$ cat src/rtl/clk_enable_scheduler.sv
// Multi-channel clock-enable generator with a valid/ready configuration port.
// Channel retunes and stops are deferred to the channel's period boundary so no runt period is emitted.
module clk_enable_scheduler #(
    parameter int CHANNELS  = 4,
    parameter int DIV_WIDTH = 16,
    parameter int CH_WIDTH  = (CHANNELS > 1) ? $clog2(CHANNELS) : 1
) (
    input  logic                 Clk,
    input  logic                 Reset,
    input  logic                 CfgValid,
    output logic                 CfgReady,
    input  logic [CH_WIDTH-1:0]  CfgChannel,
    input  logic [DIV_WIDTH-1:0] CfgDivisor,
    input  logic                 CfgEnable,
    output logic                 CfgError,
    output logic [CHANNELS-1:0]  ClkEnableOutput,
    output logic [CHANNELS-1:0]  ClkOutput,
    output logic [CHANNELS-1:0]  Running
);

    typedef enum logic {
        S_IDLE = 1'b0,
        S_WAIT = 1'b1
    } state_t;

    localparam logic [CH_WIDTH:0]    LP_CH_LIMIT = (CH_WIDTH + 1)'(CHANNELS);
    localparam logic [DIV_WIDTH-1:0] LP_MIN_DIV  = DIV_WIDTH'(2);
    localparam logic [DIV_WIDTH-1:0] LP_ONE      = DIV_WIDTH'(1);

    state_t               r_state;
    logic                 r_ready;
    logic                 r_error;
    logic [CH_WIDTH-1:0]  r_cfg_ch;
    logic [DIV_WIDTH-1:0] r_cfg_div;
    logic                 r_cfg_en;

    logic [DIV_WIDTH-1:0] r_div   [CHANNELS];
    logic [DIV_WIDTH-1:0] r_count [CHANNELS];
    logic [CHANNELS-1:0]  r_running;
    logic [CHANNELS-1:0]  r_cen;
    logic [CHANNELS-1:0]  r_clk;

    logic                 w_accept;
    logic                 w_bad_req;
    logic [CHANNELS-1:0]  w_target;
    logic [CHANNELS-1:0]  w_at_end;
    logic [CHANNELS-1:0]  w_apply;
    logic [DIV_WIDTH-1:0] w_div_nxt   [CHANNELS];
    logic [DIV_WIDTH-1:0] w_count_nxt [CHANNELS];
    logic [CHANNELS-1:0]  w_run_nxt;

    assign w_accept  = CfgValid && r_ready;
    assign w_bad_req = ({1'b0, CfgChannel} >= LP_CH_LIMIT) ||
                       (CfgEnable && (CfgDivisor < LP_MIN_DIV));

    // A pending request lands only on a stopped channel or on the last cycle of a running period.
    always_comb begin
        for (int i = 0; i < CHANNELS; i++) begin
            w_target[i]    = (r_state == S_WAIT) && (r_cfg_ch == CH_WIDTH'(i));
            w_at_end[i]    = r_running[i] && (r_count[i] == (r_div[i] - LP_ONE));
            w_apply[i]     = w_target[i] && (!r_running[i] || w_at_end[i]);

            w_div_nxt[i]   = r_div[i];
            w_count_nxt[i] = r_count[i];
            w_run_nxt[i]   = r_running[i];

            if (r_running[i]) begin
                w_count_nxt[i] = w_at_end[i] ? '0 : (r_count[i] + LP_ONE);
            end

            if (w_apply[i]) begin
                if (r_cfg_en) begin
                    w_div_nxt[i] = r_cfg_div;
                    w_run_nxt[i] = 1'b1;
                    if (!r_running[i]) begin
                        w_count_nxt[i] = '0;
                    end
                end else begin
                    w_run_nxt[i]   = 1'b0;
                    w_count_nxt[i] = '0;
                end
            end
        end
    end

    always_ff @(posedge Clk or posedge Reset) begin
        if (Reset) begin
            r_state   <= S_IDLE;
            r_ready   <= 1'b1;
            r_error   <= 1'b0;
            r_cfg_ch  <= '0;
            r_cfg_div <= '0;
            r_cfg_en  <= 1'b0;
        end else begin
            r_error <= 1'b0;
            if (r_state == S_IDLE) begin
                if (w_accept) begin
                    if (w_bad_req) begin
                        r_error <= 1'b1;
                    end else begin
                        r_state   <= S_WAIT;
                        r_ready   <= 1'b0;
                        r_cfg_ch  <= CfgChannel;
                        r_cfg_div <= CfgDivisor;
                        r_cfg_en  <= CfgEnable;
                    end
                end
            end else if (|w_apply) begin
                r_state <= S_IDLE;
                r_ready <= 1'b1;
            end
        end
    end

    // Outputs are registered from the next-state count so they line up with the cycle that owns that count.
    always_ff @(posedge Clk or posedge Reset) begin
        if (Reset) begin
            for (int i = 0; i < CHANNELS; i++) begin
                r_div[i]   <= '0;
                r_count[i] <= '0;
            end
            r_running <= '0;
            r_cen     <= '0;
            r_clk     <= '0;
        end else begin
            for (int i = 0; i < CHANNELS; i++) begin
                r_div[i]     <= w_div_nxt[i];
                r_count[i]   <= w_count_nxt[i];
                r_running[i] <= w_run_nxt[i];
                r_cen[i]     <= w_run_nxt[i] && (w_count_nxt[i] == '0);
                r_clk[i]     <= w_run_nxt[i] && (w_count_nxt[i] < (w_div_nxt[i] >> 1));
            end
        end
    end

    assign CfgReady        = r_ready;
    assign CfgError        = r_error;
    assign ClkEnableOutput = r_cen;
    assign ClkOutput       = r_clk;
    assign Running         = r_running;

endmodule

$ cat config.mk
export PLATFORM = sky130hd
export DESIGN_NAME = clk_enable_scheduler
export DESIGN_NICKNAME = d
export VERILOG_FILES = /design/src/rtl/clk_enable_scheduler.sv
export SDC_FILE = /design/constraint.sdc
export NUM_CORES = 1
export LEC_CHECK = 0
export ABC_AREA = 1
export CORE_MARGIN = 2
export CORE_UTILIZATION = 40
export CTS_BUF_LIST = sky130_fd_sc_hd__clkbuf_16
export CTS_CLUSTER_DIAMETER = 60
export DETAILED_ROUTE_END_ITERATION = 8
export MAX_ROUTING_LAYER = met4
export PLACE_DENSITY_LB_ADDON = 0.08
export SLEW_MARGIN = 0
export SYNTH_ARGS = -nofsm -noshare
export SYNTH_HDL_FRONTEND = slang
export SYNTH_SLANG_ARGS = --single-unit
$ cat constraint.sdc
create_clock -name Clk -period 9.8 [get_ports Clk]
set_input_delay 1.47 -clock Clk [delete_from_list [all_inputs] [get_ports Clk]]
set_output_delay 1.47 -clock Clk [all_outputs]
set_load 0.02 [all_outputs]
# After elaboration in Yosys (flattened, before gate mapping)
# Cells that the tools add are included.
# op_classes
n_eq_ne	9
magnitude_cmp	5
addsub	8
mux	44
multipliers	0
n_div	0
n_bitwise	2
reduce_logical	43
shifts	0
# op_table
op	count
$mux 16	28
$add 16x1->16 const B	4
$eq 16x16->1	4
$logic_not 16->1	4
$lt 16x15->1	4
$sub 16x1->16 const B	4
$logic_and 1x1->1	22
$lt 16x2->1 const B	1
$mux 1	16
$reduce_and 2->1	4
$reduce_and 3->1	2
$eq 2x2->1 const B	2
$logic_not 1->1	4
$logic_or 1x1->1	4
$reduce_or 4->1	1
$eq 2x1->1 const B	1
$logic_not 2->1	1
$ne 2x1->1 const B	1
$ne 2x2->1 const B	1
$not 1->1	2
$reduce_bool 2->1	1
# totals
latch_bits	0
ram_bits	0
output_inout_bits	14
romBits	0
ff_bits	162
elab_cells	132
n_memories	0

# Depth between registers and ports, before layout
# Gate-level depths: netlist of the first run.
# depth
ltp_word	10
depth_mapped	29
mapped_depth_nobuf	28

# Worst setup path before layout of the first run
# Ideal clock, no wire load.
# synth_path
kind	register -> register
start	reg r_div[48] (netlist name)
end	reg r_clk[0] (netlist: ClkOutput[0])
arrival_time_ns	3.117
path_slack_ns	6.606
period_less_slack_ns	3.194
stages_incl_launch_ff	28
path_buffers	2
setup_time_ns	0.077
required_time_ns	9.723
path_cell_list	dfrtp_1 inv_2 ha_1 nand2_1 nor2_4 nand3_1 nand3_1 nand2_1 nor2_1 nand2_1 nor2_2 nand2_2 nand2_2 nand2_4 inv_4 buf_12 nand2_4 inv_1 buf_4 o22ai_1 ha_1 a21oi_1 o21ai_0 a21oi_1 o21bai_1 a21oi_1 o211ai_1 a21oi_1
# synth_via
elab_chain_len	10
word_cells_on_any_way	14
# synth_lines
item	line_no	source
from (decl)	37	logic [DIV_WIDTH-1:0] r_div [CHANNELS];
from (signal, indexed assignment)	127	r_div[i] <= w_div_nxt[i];
$sub 16x1->16 *	60	w_at_end[i] = r_running[i] && (r_count[i] == (r_div[i] - LP_ONE));
$eq 16x16->1 *	60	
$logic_and 1x1->1 *	60	
$mux 16	68	w_count_nxt[i] = w_at_end[i] ? '0 : (r_count[i] + LP_ONE);
$mux 16	67	if (r_running[i]) begin
$mux 16	75	if (!r_running[i]) begin
$mux 16	72	if (r_cfg_en) begin
$mux 16	71	if (w_apply[i]) begin
$lt 16x15->1	131	r_clk[i] <= w_run_nxt[i] && (w_count_nxt[i] < (w_div_nxt[i] >> 1));
$logic_and 1x1->1 *	131	
to (signal, indexed assignment)	131	
to (decl)	41	logic [CHANNELS-1:0] r_clk;
# Every way passes the cells marked *; elsewhere a longest branch is shown, timed or not.
# A chain may end at the register's enable or synchronous reset.

# Worst setup path in the final report of the first run
# layout_path
start	reg r_div[0] (netlist name)
end	reg r_clk[3] (netlist: ClkOutput[3])
# The elaborated chain is that of the path after synthesis.

==> impl_metrics.sql, run 1 <==
INSERT INTO impl_metrics (metric_group, metric, value, unit) VALUES
('final_layout', 'seqCellArea', '4060', 'µm²'),
('synth', 'syn_area_per_cell', '7.13', 'µm²'),
('floorplanning', 'start_util', '40.7', '%'),
('clock_tree', 'clk-insertion-delay-late', '440', 'ps'),
('critical_path', 'worstSetupStartpoint', 'r_div[0]', ''),
('synth', 'postSynthCellCount', '1588', ''),
('drt', 'postRouteWirelength', '33.2', 'mm'),
('timing', 'timing.fmax', '242', 'MHz'),
('clock_tree', 'number_of_cells_upsized_or_downsized_after_cts', '0', ''),
('clock_tree', 'ctsLongestPathBuffers', '2', ''),
('synth', 'synth.most_common_cell', 'nand2_1', ''),
('critical_path', 'timing.critical_path.cells', 'inv_1 -> ha_1 -> nand2_1 -> nor2_1 -> nand2_1 -> nand2_1 -> nand2_1 -> nor2_1 -> nand2_1 -> nor2_1 -> nand3_1 -> nand2_2 -> nand2_2 -> inv_2 -> nand2_1 -> inv_1 -> o22ai_1 -> ha_1 -> a21oi_1 -> nor2_1 -> a211oi_1 -> o211ai_1 -> a21oi_1', ''),
('synth', 'synth_warnings', '0', ''),
('power_and_ir_drop', 'power_density', '296', 'nW/µm²'),
('critical_path', 'cp_slowest_cell', 'dfrtp_1', ''),
('timing', 'layout_worst_path_cycle_share', '42.1', '%'),
('critical_path', 'r2r_startpoint', 'r_div[0]', ''),
('synth', 'synth-edff-count', '0', ''),
('drt', 'detail_route.vias_per_cell', '5.00', ''),
('floorplanning', 'top_level_ports', '36', ''),
('drt', 'routed_wire_length_per_instance', '16.5', 'µm'),
('grt', 'grt_pass1_wl', '53.5', 'mm'),
('timing', 'timing.final.crit_period', '4130', 'ps'),
('timing', 'timing_worst_slew_pin_value', '1020', 'ps'),
('drt', 'number_of_detailed_route_iterations_in_the_first_pass', '5', ''),
('clock_tree', 'cts_htree_levels', '4', ''),
('synth', 'postSynth.topFlopCell', 'dfrtp_1', ''),
('status', 'outcome', 'finished, final reports clean', ''),
('critical_path', 'worst-path-buf-inv', '3', ''),
('synth', 'post_synth_fa_ha_maj_area_fraction', '7.08', '%'),
('synth', 'mappedNetlistArea', '11300', 'µm²'),
('power_and_ir_drop', 'power', '0.00373', 'W'),
('synth', 'combinational_family_with_the_most_area_after_synthesis', 'simple AND/OR/NAND/NOR gates', ''),
('clock_tree', 'post_cts_buffers', '0', ''),
('clock_tree', 'ctsRootBufferMaster', 'clkbuf_16', ''),
('synth', 'async_reset_ff_share', '100', '%'),
('clock_tree', 'clock-sinks', '162', ''),
('final_layout', 'synthToLayoutAreaGrowth', '11.2', '%'),
('timing', 'skew_final', '15.9', 'ps'),
('critical_path', 'critical-path-top-cell-by-count', 'nand2_1', ''),
('synth', 'synth_top_area_share', '35.6', '%'),
('timing', 'grt_setup_unrepaired', 'no', ''),
('synth', 'synth.ff_latch_count', '162', ''),
('critical_path', 'worstPathRequired', '10160', 'ps'),
('synth', 'synth.lib_cells_used.distinct', '48', ''),
('synth', 'synth_area_leader_cell', 'dfrtp_1', ''),
('final_layout', 'multi_input_area', '6120', 'µm²'),
('critical_path', 'timing.critical_path.arrival', '4500', 'ps'),
('power_and_ir_drop', 'p_leak', '6.51', 'nW'),
('clock_tree', 'cts_tree', 'built', ''),
('synth', 'yosys-top-cells-area', 'dfrtp_1, nand2_1, inv_1, ha_1, nor2_1', ''),
('synth', 'syn_nets', '1674', ''),
('floorplanning', 'dieArea', '29700', 'µm²'),
('final_layout', 'layout_cell_share_with_drive_strength_beyond_1', '6.60', '%'),
('place', 'finalWeightedCongestion', '0.889', ''),
('synth', 'synth.mux.area_fraction', '0', '%'),
('synth', 'yosysSeqAreaShare', '35.8', '%'),
('critical_path', 'crit_fanout', '16', ''),
('critical_path', 'critPathKind', 'reg2reg', ''),
('critical_path', 'critical-path-max-stage-delay', '410', 'ps'),
('timing', 'finalMaxSlewViolations', '0', ''),
('synth', 'synth-xor-area-share', '5.50', '%'),
('drt', 'dr_total_vias', '10079', ''),
('timing', 'setup_viol', '0', ''),
('timing', 'tns', '0', 'ps'),
('grt', 'pin_count_of_the_biggest_net_entering_global_routing', '90', ''),
('synth', 'synth_simple_gate_area_share', '33.7', '%'),
('grt', 'grt_remaining_overflow', '0', ''),
('drt', 'antenna_violating_nets_post_route', '0', ''),
('grt', 'groute.usage.overall', '24.3', '%'),
('final_layout', 'insertedDiodeCount', '0', '');
-- power breakdown --
part	leakage [nW]	switching [W]	internal (W)
combinational	4.12	0.00131	0.000677
clock	0.261	0.000306	0.000327
sequential	2.12	0.000232	0.000872
-- metrics by stage --
stage	instance area [µm²]	std cells	hold WS, ps	setup WS, ps	util (%)
final	12600	2015	475	5670	45.3
after floorplan	11300	1588	441	3960	-
after global routing	12600	2015	505	5230	45.3
after detailed placement	12000	1983	458	5640	43.4
after global placement	12000	1983	454	5610	43.4
after CTS	12600	2015	476	5670	45.3
-- path summary, 6_finish.rpt --
kind / to / slack [ps] / cells past startpoint
min in group asynchronous: ClkEnableOutput[3] / 1580 / 2
setup reg to reg: ClkOutput[3] / 5670 / 23
hold / removal: r_cfg_div[14] / 470 / 2
max in group asynchronous: ClkOutput[2] / 6670 / 3
setup / recovery: ClkOutput[3] / 5670 / 23
hold reg to reg: r_cfg_div[14] / 470 / 2
-- per-layer routing --
layer | vias to the layer above | routed length [µm] | track usage, %
li1 | 5143 | - | -
met1 | 4729 | 16600 | 34.2
met2 | 166 | 15100 | 37.7
met3 | 41 | 873 | 2.47
met4 | 0 | 618 | 6.32
met5 | - | 0 | -
-- state kept, by name, indices dropped and copies added (netlist names) --
signal,count
r_state,1
Running,4
r_div,64
ClkOutput,4
CfgError,1
r_cfg_div,16
r_cfg_en,1
ClkEnableOutput,4
CfgReady,1
r_cfg_ch,2
r_count,64
-- layout make-up --
class,count,area share (%)
multi-input cells,1135,48.7
clock inverters,15,0.885
inverters,271,8.16
flip-flops and latches,162,32.2
repair buffers,37,2.90
clock buffers,17,3.38
well taps,378,3.76
-- tightest hold or removal path: cells and delay by family, from the launching register on --
kind             cells  cell delay, ps
flip-flops           1             340
AND/OR/NAND/NOR      2             100
-- layout by cell type (no fill, tap or decap), types with 21 or more instances in the layout --
cell / n
nand2_1: 437
inv_1: 262
dfrtp_1: 161
nor2_1: 150
nand3_1: 99
ha_1: 64
o22ai_1: 53
o21ai_0: 39
xor2_1: 39
clkdlybuf4s50_1: 35
xnor2_1: 32
a21oi_1: 31
nor3_1: 30
nand3b_1: 28
nand4_1: 22
nor4_1: 21
-- logic make-up (layout without fill, tap and decap cells) --
| logic type | after synthesis | after routing |
|---|---|---|
| AOI/OAI and AO/OA | 149 | 149 |
| xor gates and xnor gates | 71 | 71 |
| adders and majority gates | 64 | 64 |
| buffers and inverters | 291 | 340 |
| DFF | 162 | 162 |
| and+or+nand+nor | 851 | 851 |
Power figures use the tool's default switching activity.
==> inputs of run 2 (changes only) <==
clock period = 4.01 ns   (was 9.8 ns; I/O delays follow)
==> impl_metrics.sql, run 2 (synthesized netlist as in run 1, its figures left out) <==
INSERT INTO impl_metrics (metric_group, metric, value, unit) VALUES
('critical_path', 'r2r_startpoint', 'r_div[48]', ''),
('timing', 'timing_worst_slew_pin_value', '878', 'ps'),
('drt', 'antenna_violating_nets_post_route', '0', ''),
('clock_tree', 'clkSlewWorstSetupHoldPaths', '70', 'ps'),
('timing', 'hold_viol_final', '0', ''),
('final_layout', 'layout.filler_cells', '2929', ''),
('critical_path', 'worstPathRequired', '4370', 'ps'),
('critical_path', 'critPathKind', 'reg2reg', ''),
('drt', 'drt_drc_violations_left', '0', ''),
('place', 'pre_cts_slack', '216', 'ps'),
('clock_tree', 'cts_tree', 'built', ''),
('place', 'io_buffer_count', '35', ''),
('drt', 'number_of_detailed_route_iterations_in_the_first_pass', '5', ''),
('timing', 'grt_setup_unrepaired', 'no', ''),
('drt', 'postRouteWirelength', '33.5', 'mm'),
('floorplanning', 'dieArea', '29700', 'µm²'),
('drt', 'drt_iter0_drcs', '716', ''),
('grt', 'via_count_of_the_first_global_routing_pass', '9810', ''),
('critical_path', 'crit_path_end_kind', 'flop', ''),
('critical_path', 'reg2reg_to', 'ClkOutput[0]', ''),
('drt', 'routed_wire_length_per_instance', '16.4', 'µm'),
('critical_path', 'timing.critical_path.depth', '26', ''),
('grt', 'grt_pass1_wl', '52.8', 'mm'),
('timing', 'timing.final.crit_period', '3670', 'ps'),
('grt', 'pin_count_of_the_biggest_net_entering_global_routing', '45', ''),
('clock_tree', 'ctsRootBufferMaster', 'clkbuf_16', ''),
('timing', 'max_slew_margin', '41.3', '%'),
('final_layout', 'reg.largest.list', 'r_count (64), r_div (64), r_cfg_div (16)', ''),
('final_layout', 'utilization', '46.7', '%'),
('drt', 'dr_total_vias', '10300', ''),
('final_layout', 'finalNetCount', '1741', ''),
('critical_path', 'critPathTopFamily', 'compound AO/OA/AOI/OAI gates', ''),
('timing', 'setup_viol', '0', ''),
('floorplanning', 'core.rowCount', '61', ''),
('clock_tree', 'hold_buf_count_cts', '0', ''),
('critical_path', 'timing.critical_path.arrival', '4030', 'ps'),
('grt', 'grt_remaining_overflow', '0', ''),
('clock_tree', 'clock-sinks', '162', ''),
('final_layout', 'final_common_cell', 'nand2_1', ''),
('critical_path', 'worst-path-buf-inv', '5', ''),
('critical_path', 'setup.worst_path.start_class', 'flop', ''),
('critical_path', 'cp_slowest_cell', 'dfrtp_1', ''),
('clock_tree', 'ctsLongestPathBuffers', '2', ''),
('floorplanning', 'top_level_ports', '36', ''),
('floorplanning', 'die_h', '172', 'µm'),
('critical_path', 'critical-path-max-stage-delay', '410', 'ps'),
('timing', 'skew_final', '16.1', 'ps'),
('critical_path', 'worstSetupStartpoint', 'r_div[48]', ''),
('final_layout', 'layout_cell_share_with_drive_strength_beyond_1', '8.81', '%'),
('floorplanning', 'dieWidth', '172', 'µm'),
('drt', 'detail_route.vias_per_cell', '5.03', ''),
('power_and_ir_drop', 'p_leak', '6.67', 'nW'),
('place', 'finalWeightedCongestion', '0.888', ''),
('final_layout', 'seqCellArea', '4060', 'µm²'),
('timing', 'tns', '0', 'ps'),
('critical_path', 'critical-path-top-cell-by-count', 'nand2_1', ''),
('critical_path', 'timing.critical_path.to', 'ClkOutput[0]', ''),
('status', 'outcome', 'finished, final reports clean', ''),
('final_layout', 'insertedDiodeCount', '0', ''),
('worst_hold_path', 'min-delay-path-class', 'reg2reg', ''),
('place', 'place.detailed.hpwl', '26.1', 'mm'),
('grt', 'groute.usage.overall', '24.1', '%'),
('floorplanning', 'start_util', '40.7', '%'),
('grt', 'grt_antenna_before_repair', '0', ''),
('timing', 'layout_worst_path_cycle_share', '91.5', '%'),
('critical_path', 'worst-r2r-cell-count', '26', ''),
('clock_tree', 'clk-insertion-delay-late', '440', 'ps'),
('clock_tree', 'total_clock_buffers_created_by_cts', '17', ''),
('final_layout', 'mostFrequentLayoutCells', 'nand2_1, inv_1, dfrtp_1, nor2_1, nand3_1', ''),
('final_layout', 'multi_input_area', '6160', 'µm²'),
('final_layout', 'synthToLayoutAreaGrowth', '14.6', '%'),
('power_and_ir_drop', 'power_density', '728', 'nW/µm²'),
('run', 'drv.max_cap_violation_count', '0', ''),
('critical_path', 'crit_fanout', '10', ''),
('timing', 'worst_slack', '339', 'ps'),
('timing', 'finalMaxSlewViolations', '0', ''),
('clock_tree', 'cts_htree_levels', '4', ''),
('critical_path', 'timing.reg2reg.setup_slack', '340', 'ps'),
('timing', 'timing.fmax', '272', 'MHz'),
('power_and_ir_drop', 'vdd_ir_drop_max', '0.000339', 'V'),
('floorplanning', 'placeable_core_region', '27800', 'µm²');
==> run 2: cell types whose count changed in the layout (fill, tap and decap cells not counted), sizes merged <==
cell	before	now
buf	2	33
inv	279	272
bufinv	0	3
clkinv	3	5
clkinvlp	4	6
==> run 2: metrics by stage <==
stage / std cells / hold WS, ps / instance area (µm²) / total power (W)
4_1_cts: 2031 / 477 / 12800 / 0.00937
3_3_place_gp: 1999 / 456 / 12200 / 0.00755
3_5_place_dp: 1999 / 459 / 12200 / 0.00760
2_1_floorplan: 1588 / 441 / 11300 / 0.00618
6_report: 2046 / 474 / 13000 / 0.00945
5_1_grt: 2046 / 487 / 13000 / 0.0103
==> run 2: area by class of cell <==
cell class	count	area share, %
repair buffers	68	4.90
inverters	271	8.07
flip-flops and latches	162	31.3
clock inverters	15	1.38
clock buffers	17	3.28
well taps	378	3.65
multi-input cells	1135	47.5
==> run 2: what timing repair did <==
action | CTS | global route
buffers inserted | 0 | 15
endpoints found under the setup margin | 0 | 4
gates resized for setup | 0 | 13
==> run 2: report_power, final <==
part	internal [W]	total, W	switching, W
combinational	0.00177	0.00503	0.00326
clock	0.000989	0.00174	0.000746
sequential	0.00213	0.00268	0.000554
==> run 2: routing by layer <==
metal | wire, µm | GRT usage [%] | up-vias
met5 | 0 | - | -
li1 | - | - | 5222
met3 | 1130 | 2.08 | 40
met2 | 15600 | 38.7 | 218
met1 | 16100 | 33.0 | 4820
met4 | 616 | 6.43 | 0
==> run 2: tightest hold or removal path, stage by stage (launching register included) <==
cell     delay [ps]
dfrtp_1         340
nand2_1          50
nand2_1          50
==> run 2: how the worst min path moves through the flow <==
stage | startpoint | end | slack (ps) | cells past startpoint
detailed placement | r_cfg_div[10] | r_cfg_div[10] | 460 | 2
CTS | r_cfg_div[10] | r_cfg_div[10] | 480 | 2
global placement | r_cfg_div[10] | r_cfg_div[10] | 460 | 2
floorplan | r_cfg_div[10] | r_cfg_div[10] | 440 | 2
global route | r_cfg_div[14] | r_cfg_div[14] | 490 | 2
finish | r_cfg_div[10] | r_cfg_div[10] | 470 | 2
==> inputs of run 3 (changes only) <==
CTS_BUF_LIST = not set   (was sky130_fd_sc_hd__clkbuf_16)
RECOVER_POWER = 50   (was not set)
==> impl_metrics.sql, run 3 (synthesized netlist as in run 1, its figures left out) <==
INSERT INTO impl_metrics (metric_group, metric, value, unit) VALUES
('power_and_ir_drop', 'p_int', '0.00492', 'W'),
('floorplanning', 'start_util', '40.7', '%'),
('status', 'violations', 'capacitance limit, slew limit', ''),
('critical_path', 'crit_path_end_kind', 'flop', ''),
('drt', 'postRouteWirelength', '33.5', 'mm'),
('clock_tree', 'total_clock_buffers_created_by_cts', '17', ''),
('timing', 'timing.fmax', '270', 'MHz'),
('drt', 'drt_iter0_drcs', '744', ''),
('power_and_ir_drop', 'pwr-share-clk', '18.8', '%'),
('final_layout', 'insertedDiodeCount', '0', ''),
('floorplanning', 'die_h', '172', 'µm'),
('critical_path', 'critPathKind', 'reg2reg', ''),
('power_and_ir_drop', 'p_leak', '6.68', 'nW'),
('place', 'finalWeightedCongestion', '0.888', ''),
('timing', 'layout_worst_path_cycle_share', '92.4', '%'),
('drt', 'number_of_detailed_route_iterations_in_the_first_pass', '5', ''),
('timing', 'timing.final.crit_period', '3710', 'ps'),
('clock_tree', 'cts_htree_levels', '4', ''),
('grt', 'grt_remaining_overflow', '0', ''),
('worst_hold_path', 'min-delay-path-class', 'reg2reg', ''),
('drt', 'detail_route.vias_per_cell', '5.04', ''),
('status', 'outcome', 'finished with violations', ''),
('clock_tree', 'cts_tree', 'built', ''),
('drt', 'drt_drc_violations_left', '0', ''),
('floorplanning', 'top_level_ports', '36', ''),
('clock_tree', 'clock-sinks', '162', ''),
('final_layout', 'mostFrequentLayoutCells', 'nand2_1, inv_1, dfrtp_1, nor2_1, nand3_1', ''),
('critical_path', 'timing.critical_path.arrival', '4070', 'ps'),
('floorplanning', 'placeable_core_region', '27800', 'µm²'),
('timing', 'finalMaxSlewViolations', '34', ''),
('clock_tree', 'clk-insertion-delay-late', '440', 'ps'),
('grt', 'grt_pass1_wl', '52.8', 'mm'),
('grt', 'pin_count_of_the_biggest_net_entering_global_routing', '45', ''),
('critical_path', 'worstSetupStartpoint', 'r_div[48]', ''),
('timing', 'hold_viol_final', '0', ''),
('timing', 'setup_viol', '0', ''),
('worst_hold_path', 'worst_hold_startpoint', 'r_cfg_div[14]', ''),
('drt', 'antenna_violating_nets_post_route', '0', ''),
('power_and_ir_drop', 'power_density', '732', 'nW/µm²'),
('grt', 'grt_antenna_before_repair', '0', ''),
('drt', 'dr_total_vias', '10327', ''),
('final_layout', 'final_common_cell', 'nand2_1', ''),
('clock_tree', 'hold_buf_count_cts', '0', ''),
('critical_path', 'r2r_startpoint', 'r_div[48]', ''),
('timing', 'timing_worst_slew_pin_value', '1650', 'ps'),
('clock_tree', 'ctsRootBufferMaster', 'clkbuf_16', ''),
('clock_tree', 'ctsLongestPathBuffers', '2', ''),
('place', 'place.detailed.hpwl', '26.1', 'mm'),
('power_and_ir_drop', 'power_frac_seq', '28.3', '%'),
('grt', 'groute.usage.overall', '24.2', '%'),
('place', 'pre_cts_slack', '216', 'ps'),
('power_and_ir_drop', 'power_switching', '0.00456', 'W'),
('final_layout', 'reg.largest.list', 'r_count (64), r_div (64), r_cfg_div (16)', ''),
('run', 'drv.max_cap_violation_count', '1', ''),
('critical_path', 'setup.worst_path.start_class', 'flop', ''),
('final_layout', 'utilization', '46.6', '%'),
('place', 'io_buffer_count', '35', ''),
('drt', 'routed_wire_length_per_instance', '16.4', 'µm'),
('clock_tree', 'clkSlewWorstSetupHoldPaths', '70', 'ps'),
('final_layout', 'layout_cell_share_with_drive_strength_beyond_1', '8.81', '%'),
('power_and_ir_drop', 'proportion_of_power_drawn_by_combinational_gates', '52.9', '%'),
('power_and_ir_drop', 'switching_share', '48.1', '%'),
('floorplanning', 'core.rowCount', '61', ''),
('critical_path', 'crit_fanout', '10', ''),
('final_layout', 'synthToLayoutAreaGrowth', '14.5', '%'),
('grt', 'via_count_of_the_first_global_routing_pass', '9793', ''),
('critical_path', 'worstPathRequired', '4370', 'ps'),
('timing', 'max_slew_margin', '-10.8', '%'),
('final_layout', 'finalNetCount', '1742', ''),
('timing', 'worst_slack', '304', 'ps'),
('floorplanning', 'dieArea', '29700', 'µm²'),
('timing', 'skew_final', '14.3', 'ps'),
('timing', 'tns', '0', 'ps'),
('power_and_ir_drop', 'vdd_ir_drop_max', '0.000307', 'V'),
('floorplanning', 'dieWidth', '172', 'µm');
run 3: cell count changes in the layout (fill, tap and decap cells not counted), sizes merged:
cell and change:
buf -4, clkbuf +7, clkdlybuf4s50 -8, clkinv -2, dlygate4sd3 +8
run 3: stage by stage:
stage	power (W)	instance area (µm²)	std cells	hold slack, ps
2_1_floorplan	0.00618	11300	1588	441
3_3_place_gp	0.00755	12200	1999	456
3_5_place_dp	0.00760	12200	1999	459
4_1_cts	0.00941	12800	2031	477
5_1_grt	0.0103	13000	2047	487
6_report	0.00948	13000	2047	474
run 3: worst paths after layout:
path	cells past startpoint	endpoint	slack (ps)
worst max-delay path	26	ClkOutput[0]	300
max in group asynchronous	3	r_div[63]	1190
min in group asynchronous	2	r_count[36]	1010
worst max register to register	26	ClkOutput[0]	300
worst min register to register	2	r_cfg_div[14]	470
worst min-delay path	2	r_cfg_div[14]	470
run 3: power groups by stage:
stage          sequential, W  clock [W]  combinational (W)
3_3_place_gp         0.00270          0            0.00485
2_1_floorplan        0.00258          0            0.00359
6_report             0.00268    0.00178            0.00502
3_5_place_dp         0.00271          0            0.00490
5_1_grt              0.00276    0.00189            0.00570
4_1_cts              0.00268    0.00181            0.00492
run 3: final cells by class:
| cell class | instances | area (µm²) |
|---|---|---|
| clock inverter | 13 | 171 |
| multi-input combinational | 1135 | 6160 |
| timing repair buffer | 69 | 602 |
| clock buffer | 19 | 453 |
| inverter | 271 | 1040 |
| tap | 378 | 473 |
| fill | 2931 | 14800 |
| sequential | 162 | 4060 |
run 3: critical path: stages (launching register included):
cell,delay [ps]
dfrtp_1,410
inv_2,90
ha_1,200
nand2_1,110
nor2_4,190
buf_4,150
nand3_1,70
nand2_1,80
nand2_1,50
nand2_1,70
nor2_2,60
nand2_2,100
nand2_2,110
nand2_8,140
clkinv_8,90
nand2_4,110
clkinvlp_4,190
o22ai_1,250
inv_1,90
ha_1,200
a21oi_1,130
o21ai_0,90
a21oi_1,160
o21bai_1,90
a21oi_2,160
o211ai_1,100
a21oi_1,120
run 3: timing repair:
| item | CTS | global route |
|---|---|---|
| resized for setup | 0 | 13 |
| buffers inserted | 0 | 16 |
| setup endpoints to repair | 0 | 4 |
run 3: routing by layer:
layer	GRT usage [%]	vias to the layer above	part of all wire, %
met1	32.9	4837	48
li1	-	5231	-
met4	7.01	0	2.1
met5	-	-	0
met2	38.6	214	46
met3	2.22	45	3.2
==> patch: new RTL, config.mk and constraints of run 2 <==
Set the parameter `DIV_WIDTH` to 20 (it was 16).
--- a/src/rtl/clk_enable_scheduler.sv
+++ b/src/rtl/clk_enable_scheduler.sv
@@ -2,7 +2,7 @@
 // Channel retunes and stops are deferred to the channel's period boundary so no runt period is emitted.
 module clk_enable_scheduler #(
     parameter int CHANNELS  = 4,
-    parameter int DIV_WIDTH = 16,
+    parameter int DIV_WIDTH = 20,
     parameter int CH_WIDTH  = (CHANNELS > 1) ? $clog2(CHANNELS) : 1
 ) (
     input  logic                 Clk,
Interface: changed (resized CfgDivisor); port bits go from 36 to 40. The function was not compared with the original's and may differ.
==> patch against run 2 <==
  * Clock skew shrank 0.0042 ns
  * Sequential cell count is 36 higher
  * Worst hold slack gained 0.013 ns
  * Synthesized area up 31%
  * Cell area increased by 30%
  * Routed wire length is 43% higher
  * Worst setup slack lost 0.071 ns
  * First-iteration DRC count up 23%
  * Total power up 26%
  * Critical path type unchanged
  * Largest power group unchanged
==> patch: results (changes against run 2) <==
- Reg2Reg Depth: 25 (-3.8%)
- Count of cells resized by post-cts repair: 1 (+1)
- Leakage dissipation: 8.808 nW (+32%)
- Outcome: complete, no violations
- Cells taking the most area after synthesis: dfrtp_1 33%, nand2_1 14%, inv_1 9.5%
- Largest net degree at the start of global routing: 61 (+36%)
- Unique cell type count in the Yosys netlist: 49 (+2.1%)
- Top-area cell type share of the netlist area: 33.27% (-2.3 points)
- Top cell types by occurrence after synthesis: 566 x nand2_1, 375 x inv_1, 259 x nor2_1
- Routability cong.: 0.9666 (+8.8%)
- Count of buffers inserted at the top-level ports: 39 (+11%)
- Ratio of cells with drive above 1 in the final layout: 8.759% (-0.054 points)
- Biggest regs: r_count x80, r_div x80, r_cfg_div x20
- Internal reg-to-reg setup slack: 0.27 ns (-0.07 ns)
- Multi-input combinational cell area: 8396 um^2 (+36%)
- Detailed-route wire length: 47.86 mm (+43%)
- Largest fanout on the critical path: 7 (-3)
- Vias in the first global route: 13260 (+35%)
- Post-synthesis instance total: 2162 (+36%)
- CTS H-Tree Depth: 4 (unchanged)
- Smallest hold slack: 0.4870 ns (+0.01315 ns)
- Worst Path Arrival: 4.13 ns (+0.10 ns)
- Worst VDD drop: 377.5 uV (+12%)
- Proportion of synthesized chip area in sequential cells: 33.44% (-2.4 points)
- Worst Tran Pin Value: 0.8778 ns (-0.0002697 ns)
- Aggregate global-route resource usage: 26.40% (+2.3 points)
- Final-layout fill cell count: 3785 (+29%)
- Pre-CTS WS: -0.02497 ns (-0.2410 ns)
- Iteration count of the initial detailed-routing pass: 8 (+3)
- First-iteration detailed-routing DRC count: 884 (+23%)
- Synth Net Count: 2268 (+35%)
- Wire length of the first global-routing pass: 75.22 mm (+42%)
- Insertion delay to the later sink of the worst-skew pair: 0.46 ns (+0.02 ns)
- Post-DP HPWL: 38.33 mm (+47%)
- Via Count: 13910 (+35%)
- DR WL/cell: 17.61 um (+7.7%)
- Antenna violations before repair: 1 (+1)
- Cell Count Post-Placement: 2672 (+34%)
- Clock slew at reported path FFs: 0.09 ns (+0.02 ns)
- Final worst clock skew: 0.01194 ns (-0.004167 ns)
- Clock period minus final worst setup slack: 3.742 ns (+0.07118 ns)
- Post-placement cell area: 15950 um^2 (+31%)
==> patch: changes by cell type after synthesis, sizes merged, moves of 36 or more <==
cell,change
inv,+121
dfrtp,+36
xor2,+37
nand2,+131
nor2,+115
nand3,+41
==> patch: metal layers <==
layer  routed length, um  GRT usage, %  part of all wire, %  up-vias
met5                   0             -                    0        -
met4                1301         8.810                  2.7        0
met3                1988         2.926                  4.2       72
met2               21040         39.77                   44      315
met1               23530         37.04                   49     6530
li1                    -             -                    -     6994
==> patch: path summary, 6_finish.rpt <==
path | end | from
min in group asynchronous | r_div[38] | Reset
worst max-delay path | ClkOutput[0] | r_div[60]
worst min register to register | r_cfg_div[19] | r_cfg_div[19]
worst min-delay path | r_cfg_div[19] | r_cfg_div[19]
max in group asynchronous | CfgReady | Reset
worst max register to register | ClkOutput[0] | r_div[60]
==> patch: power breakdown <==
part / switching, mW / total (mW) / internal (mW)
logic: 4.46 / 6.83 / 2.37
registers: 0.718 / 3.32 / 2.61
clock network: 0.903 / 1.73 / 0.825
total: 6.08 / 11.9 / 5.80
==> patch: worst register-to-register path, delay by kind of cell (launching register included) <==
kind            cells  cell delay [ns]
simple gates       11             1.21
buf+inv             4             0.29
flops               1             0.40
compound gates      8             1.29
fa+ha+maj           2             0.47
==> patch: final cells by class <==
cell class,instances,share of cell area [%]
Multi-Input combinational cell,1539,49.96
Sequential cell,198,29.49
Inverter,396,9.016
Timing Repair Buffer,84,4.706
Tap cell,468,3.484
Clock buffer,17,2.531
Clock inverter,15,0.8116
==> patch: cell families (layout without fill, tap and decap cells) <==
logic type      Yosys count  after routing  share of synthesized area, %
fa+ha+maj                80             80                         6.754
simple gates           1138           1138                         33.70
compound gates          207            207                         8.300
xor+xnor                114            114                         6.738
flops                   198            198                         33.44
buf+inv                 425            512                         11.07
